--- config.mk ---
export PLATFORM = sky130hd
export DESIGN_NAME = vacc_sched
export DESIGN_NICKNAME = d
export VERILOG_FILES = /design/src/rtl/vacc_sched.sv
export SDC_FILE = /design/constraint.sdc
export NUM_CORES = 1
export LEC_CHECK = 0
export BUFFER_PORTS_ARGS = -buffer_cell sky130_fd_sc_hd__buf_2
export CAP_MARGIN = 20
export CORE_UTILIZATION = 55
export DETAILED_ROUTE_END_ITERATION = 6
export GPL_TIMING_DRIVEN = 0
export PLACE_DENSITY = 0.83
export SYNTH_ARGS = -nofsm -noshare
export SYNTH_HDL_FRONTEND = slang
export SYNTH_SLANG_ARGS = --single-unit
--- constraint.sdc ---
create_clock -name clk -period 2.9 [get_ports clk]
set_clock_uncertainty 0.1 [all_clocks]
set_input_delay 0.145 -clock clk [delete_from_list [all_inputs] [get_ports clk]]
set_output_delay 0.145 -clock clk [all_outputs]
set_load 0.05 [all_outputs]
--- src/rtl/vacc_sched.sv ---
// Run-time sequencer for the vector accumulator: arm/sync/trigger handshake,
// drain detection, dump sequence counting and a stuck-integration watchdog.
module vacc_sched #(
    parameter int VECTOR_WIDTH  = 11,
    parameter int ACCUMULATIONS = 8,
    parameter int COUNT_WIDTH   = 32
) (
    input  logic                    clk,
    input  logic                    rst_n,
    input  logic                    ce,
    input  logic                    arm,
    input  logic                    stop,
    input  logic                    continuous,
    input  logic                    sync_in,
    input  logic                    vacc_we,
    input  logic [VECTOR_WIDTH-1:0] vacc_addr,
    output logic                    vacc_sync,
    output logic                    vacc_trig,
    output logic                    dump_start,
    output logic                    dump_done,
    output logic [COUNT_WIDTH-1:0]  dump_count,
    output logic                    busy,
    output logic                    timeout,
    output logic [2:0]              state_o
);

    localparam logic [2:0] IDLE      = 3'd0;
    localparam logic [2:0] WAIT_SYNC = 3'd1;
    localparam logic [2:0] INTEGRATE = 3'd2;
    localparam logic [2:0] DRAIN     = 3'd3;

    localparam int WD_W = VECTOR_WIDTH + 6;
    // An integration plus generous drain slack; anything longer is a hung accumulator.
    localparam logic [WD_W-1:0] WD_LIMIT = WD_W'((ACCUMULATIONS + 3) << VECTOR_WIDTH);
    localparam logic [VECTOR_WIDTH-1:0] LAST_ADDR = '1;

    logic [2:0]      state;
    logic            synced;
    logic            stop_pend;
    logic            we_d;
    logic [WD_W-1:0] wd;
    logic [WD_W-1:0] wd_inc;
    logic            we_rise;
    logic            drain_end;

    assign wd_inc    = wd + 1'b1;
    assign we_rise   = vacc_we & ~we_d;
    assign drain_end = (vacc_we && vacc_addr == LAST_ADDR) || (!vacc_we && we_d);
    assign busy      = (state != IDLE);
    assign state_o   = state;

    always_ff @(posedge clk or negedge rst_n) begin
        if (!rst_n) begin
            state      <= IDLE;
            synced     <= 1'b0;
            stop_pend  <= 1'b0;
            we_d       <= 1'b0;
            wd         <= '0;
            vacc_sync  <= 1'b0;
            vacc_trig  <= 1'b0;
            dump_start <= 1'b0;
            dump_done  <= 1'b0;
            dump_count <= '0;
            timeout    <= 1'b0;
        end else if (ce) begin
            we_d       <= vacc_we;
            vacc_sync  <= 1'b0;
            vacc_trig  <= 1'b0;
            dump_start <= 1'b0;
            dump_done  <= 1'b0;
            case (state)
                IDLE: begin
                    stop_pend <= 1'b0;
                    if (arm && !stop) begin
                        state   <= WAIT_SYNC;
                        timeout <= 1'b0;
                    end
                end
                WAIT_SYNC: begin
                    if (stop) begin
                        state <= IDLE;
                    end else if (sync_in) begin
                        // The accumulator only ever sees the first sync after reset.
                        vacc_trig <= 1'b1;
                        vacc_sync <= ~synced;
                        synced    <= 1'b1;
                        wd        <= '0;
                        state     <= INTEGRATE;
                    end
                end
                INTEGRATE: begin
                    if (stop) stop_pend <= 1'b1;
                    wd <= wd_inc;
                    if (we_rise) begin
                        dump_start <= 1'b1;
                        state      <= DRAIN;
                    end else if (wd_inc == WD_LIMIT) begin
                        timeout   <= 1'b1;
                        stop_pend <= 1'b0;
                        state     <= IDLE;
                    end
                end
                DRAIN: begin
                    if (stop) stop_pend <= 1'b1;
                    if (drain_end) begin
                        dump_done  <= 1'b1;
                        dump_count <= dump_count + 1'b1;
                        if (continuous && !stop_pend && !stop) begin
                            state <= WAIT_SYNC;
                        end else begin
                            state     <= IDLE;
                            stop_pend <= 1'b0;
                        end
                    end
                end
                default: state <= IDLE;
            endcase
        end
    end

endmodule

; Word level (Yosys, flattened, before mapping)
; Cells that the tools add are included.
[word_totals]
reg_bits = 60
input_bits = 19
word_cells = 81
[classes]
n_addsub = 2
n_eq_ne = 13
muxes = 31
bitwise_logic = 4
reduce_logical = 20
[op_table]
columns = operator, n
row1 = 2-to-1 mux 17 bit, 2
row2 = case mux 17 bit (2 select lines), 1
row3 = adder 32 x 1 -> 32 bit (second input constant), 1
row4 = 2-to-1 mux 1 bit, 19
row5 = 2-to-1 mux 3 bit, 6
row6 = adder 17 x 1 -> 17 bit (second input constant), 1
row7 = equality test 17 x 15 -> 1 bit (second input constant), 1
row8 = inequality test 2 bit (second input constant), 6
row9 = case mux 3 bit (4 select lines), 1
row10 = equality test 11 bit (second input constant), 1
row11 = AND reduction 5 bit, 2
row12 = AND reduction 4 bit, 2
row13 = equality test 3 x 2 -> 1 bit (second input constant), 2
row14 = inequality test 3 bit (second input constant), 2
row15 = nonzero test 3 bit, 2
row16 = logical AND 1 bit, 5
row17 = nonzero test 2 bit, 2
row18 = equality test 3 x 1 -> 1 bit (second input constant), 1
row19 = zero test 1 bit, 3
row20 = zero test 3 bit, 1
row21 = NOT 1 bit, 3
row22 = case mux 1 bit (3 select lines), 1
row23 = AND reduction 3 bit, 1
row24 = case mux 1 bit (2 select lines), 1
row25 = 3 further kinds, 3

; Logic depth before layout (Yosys ltp)
[logic_depth]
depth_word = 6
mapped_depth = 8
mapped_depth_nobuf = 7

; Worst setup path after synthesis
; No wires, ideal clock.
[synth_path]
path_type = reg-to-reg
from = register dump_count[3]
to = register dump_count[25]
arrival_time_ns = 2.310
setup_slack_ns = 0.408
path_stages_with_launch = 8
path_buffers = 1
path_cell_list = dfrtp_1 -> and4_4 -> and4_4 -> o2111ai_2 -> or4_4 -> buf_6 -> nor3_2 -> xor2_1
[synth_between]
elab_chain_cells = 1
[synth_lines]
columns = item, line
row1 = start: declaration, 21  ; output logic [COUNT_WIDTH-1:0] dump_count,
row2 = start signal: assignment, 107  ; dump_count <= dump_count + 1'b1;
row3 = adder 32 x 1 -> 32 bit, 107
; No other way between the ends.
; A chain may end at the register's enable or synchronous reset.

; Final worst setup path
[layout_path]
from = register wd[0]
to = register state[1] (netlist: state_o[1])
[layout_between]
elab_chain_cells = 4
[layout_lines]
columns = item, line
row1 = start: declaration, 41  ; logic [WD_W-1:0] wd;
row2 = start signal: assignment, 93  ; wd <= wd_inc;
row3 = adder 17 x 1 -> 17 bit, 46  ; assign wd_inc = wd + 1'b1;
row4 = equality test 17 x 15 -> 1 bit, 97  ; end else if (wd_inc == WD_LIMIT) begin
row5 = inequality test 3 bit (no source line), --
row6 = AND reduction 5 bit (no source line), --
row7 = end signal: assignment, 54  ; state <= IDLE;
row8 = end signal: assignment, 96  ; state <= DRAIN;
row9 = end signal: assignment, 100  ; state <= IDLE;
row10 = end: declaration, 37  ; logic [2:0] state;
; No other way between the ends.

==> flow_metrics.tcl <==
set metrics [dict create \
    seqPwrFrac_pct 40.0 \
    powerDensity_mw_per_mm2 638 \
    cp_max_fo 7 \
    holdBufCountCts 1 \
    synth_warnings 0 \
    multi_input_area_sq_mm 0.00153 \
    fp-row-count 27 \
    start_util_pct 57.1 \
    post_drt_wl_per_cell_microns 14.4 \
    drv_cap 0 \
    cts_tree "done" \
    rsz0062_at_grt "no" \
    largest-register "dump_count" \
    grt.overflow.total 0 \
    netlist_area_sq_mm 0.00314 \
    setup_viol 0 \
    drive_gt1_share_pct 22.7 \
    track_usage_pct 24.8 \
    fillers 399 \
    routed_wl_mm 6.98 \
    die_area_sq_mm 0.00602 \
    synth_edf_count 0 \
    htree_levels 3 \
    syn_to_final_growth_pct 20.0 \
    seqCellArea_sq_mm 0.00148 \
    cts_setup_buffers 0 \
    dp_hpwl_mm 4.92 \
    clkPwrFrac_pct 34.2 \
    route.detailed.drc 0 \
    core-area_sq_mm 0.00551 \
    outcome "completed" \
    io_pins 60 \
    vias 2748 \
    power_switching_uw 826 \
    combPwrFrac_pct 25.8 \
    largest_register_ffs 32 \
    crit_chain "ha_1, and4_1, clkbuf_1, a21oi_1, nor4bb_1, o211ai_1, nor4_1, a21oi_1" \
    end_kind "register" \
    syn-num-nets 359 \
    critical_path_required_ns 3.00 \
    cpMostUsedCell "a21oi_1" \
    root_buffer "clkbuf_8" \
    worst-setup-path-type "register to register" \
    max-slew-margin-rel_pct 55.6 \
    io_buffer_count 58 \
    post-route-util_pct 68.5 \
    power_uw 2410 \
    clkTransAtPathRegs_ns 0.07 \
    period_minus_slack_ns 2.63 \
    arrival_ns 2.73 \
    switching_share_pct 34.3 \
    finalHoldViolCount 0 \
    min_period_over_period_pct 90.7 \
    clock.fmax_mhz 380 \
    tns_ns 0 \
    antenna_found_initial 0 \
    die_w_microns 77.6 \
    nets 430 \
    numClockSinks 59 \
    synthCells 338 \
    yosys_register_bits 59 \
    critPathLaunchType "register" \
    first_pass_iters 4 \
    grt_start_max_net_pins 42 \
    gp_congestion 0.872 \
    numCtsBuffers 9 \
    antenna_left 0 \
    p_int_uw 1580 \
    avgSynthCellArea_sq_um 9.30 \
    p_leak_uw 0.00178 \
    yosysUniqueCellTypes 52 \
    hold_path_class "input pin to register" \
    drtIter0Drc 180 \
    slew_violations 0 \
    synthArstFlopShare_pct 100 \
    seq_area_frac_synth_pct 47.0 \
    max_stage_delay_ns 0.47 \
    ir_drop_v 0.000420 \
    grt_pass1_wl_mm 11.6 \
    synth_flop_cell "dfrtp_1" \
    n_antenna_cell 0 \
    worst_slew_pin_slew_ns 0.662 \
    clk_path_buf_depth 2 \
    die_h_microns 77.6 \
    critPathSlowestCell "nor4_1" \
    viasPerCell 5.65 \
    cts-resized-gates 0 \
    clk-insertion-delay-late_ns 0.34 \
    grt_pass1_vias 2490 \
]
## cell families (layout without fill, tap and decap cells)
family | count (synthesis) | count (layout) | share of synthesized area [%]
muxes | 1 | 1 | 0.358
DFF | 59 | 59 | 47.0
adders and majority gates | 2 | 2 | 0.796
xor gates and xnor gates | 38 | 38 | 10.6
other | 1 | 1 | 0.119
buffers and inverters | 33 | 109 | 4.46
and+or+nand+nor | 140 | 140 | 24.1
AOI/OAI and AO/OA | 64 | 64 | 12.7
## placed cells by master, fill, tap and decap left out, types with 4 or more instances in the layout
master    count
xor2_1       16
nand3_1      17
nand2_1      31
and2_1        8
clkbuf_8     10
nand2b_1      4
nor3_1        5
clkbuf_1     14
inv_1        15
buf_2        62
xnor2_1      22
nor2b_1       4
o31ai_1       4
dfrtp_1      59
nor2_1       31
nand4_1      15
and4_1        4
a21oi_1       9
o21ai_0      29
## path summary, 6_finish.rpt
kind / start / end / slack, ns / cells past startpoint
min in group asynchronous: rst_n / state_o[1] / 0.19 / 2
max reg2reg: wd[0] / state_o[1] / 0.27 / 8
min reg2reg: synced / vacc_sync / 0.35 / 1
max in group asynchronous: rst_n / dump_count[27] / 1.95 / 3
min: vacc_we / we_d / 0.02 / 2
max: wd[0] / state_o[1] / 0.27 / 8
## critical path: cells and delay by family (launching register included)
family                   cells  cell delay, ns
adder cells (fa/ha/maj)      1            0.31
AND/OR/NAND/NOR              3            0.96
flip-flops                   1            0.43
buffers and inverters        1            0.28
AO/OA/AOI/OAI                3            0.40
## cells in the mapped netlist, types with 3 or more instances
master / n / area, sq um
a21oi_1: 9 / 45.0
a31oi_1: 3 / 18.8
and2_1: 8 / 50.1
and4_1: 4 / 35.0
buf_2: 4 / 20.0
clkbuf_1: 12 / 45.0
dfrtp_1: 59 / 1480
inv_1: 15 / 56.3
nand2_1: 31 / 116
nand2b_1: 4 / 25.0
nand3_1: 17 / 85.1
nand4_1: 15 / 93.8
nor2_1: 31 / 116
nor2b_1: 4 / 25.0
nor3_1: 5 / 25.0
nor4_1: 3 / 18.8
o21ai_0: 29 / 145
o31ai_1: 4 / 30.0
o41ai_1: 3 / 26.3
or2_2: 3 / 18.8
xnor2_1: 22 / 193
xor2_1: 16 / 140
## routing by layer
layer / routed length (microns) / vias to the layer above / track usage (%)
met5: 0 / - / 0
met4: 158 / 0 / 12.6
met3: 277 / 16 / 4.00
met2: 3420 / 79 / 41.6
met1: 3130 / 1334 / 31.0
li1: - / 1319 / -
## power by group through the flow
stage | registers, uW | logic (uW) | clock network, uW
floorplan | 1080 | 329 | 0
finish | 964 | 621 | 824
CTS | 963 | 617 | 835
detailed placement | 977 | 608 | 0
global route | 979 | 680 | 874
global placement | 972 | 590 | 0
## through the flow
step           area (sq um)  hold WS (ns)  setup WS (ns)  cells
4_1_cts                3770       0.00493          0.292    486
3_3_place_gp           3520         0.339          0.359    468
6_report               3770        0.0177          0.269    486
5_1_grt                3770        0.0187         0.0702    486
3_5_place_dp           3540        0.0215          0.314    469
2_1_floorplan          3140        -0.251          0.408    338
## area by class of cell
type,count,share of cell area (%)
multi-input cells,246,40.5
clock buffers,12,3.85
inverters,15,1.49
well taps,72,2.39
repair buffers,60,8.49
flip-flops and latches,59,39.1
plain buffers,18,2.22
clock inverters,4,1.96
Power figures use the tool's default switching activity.
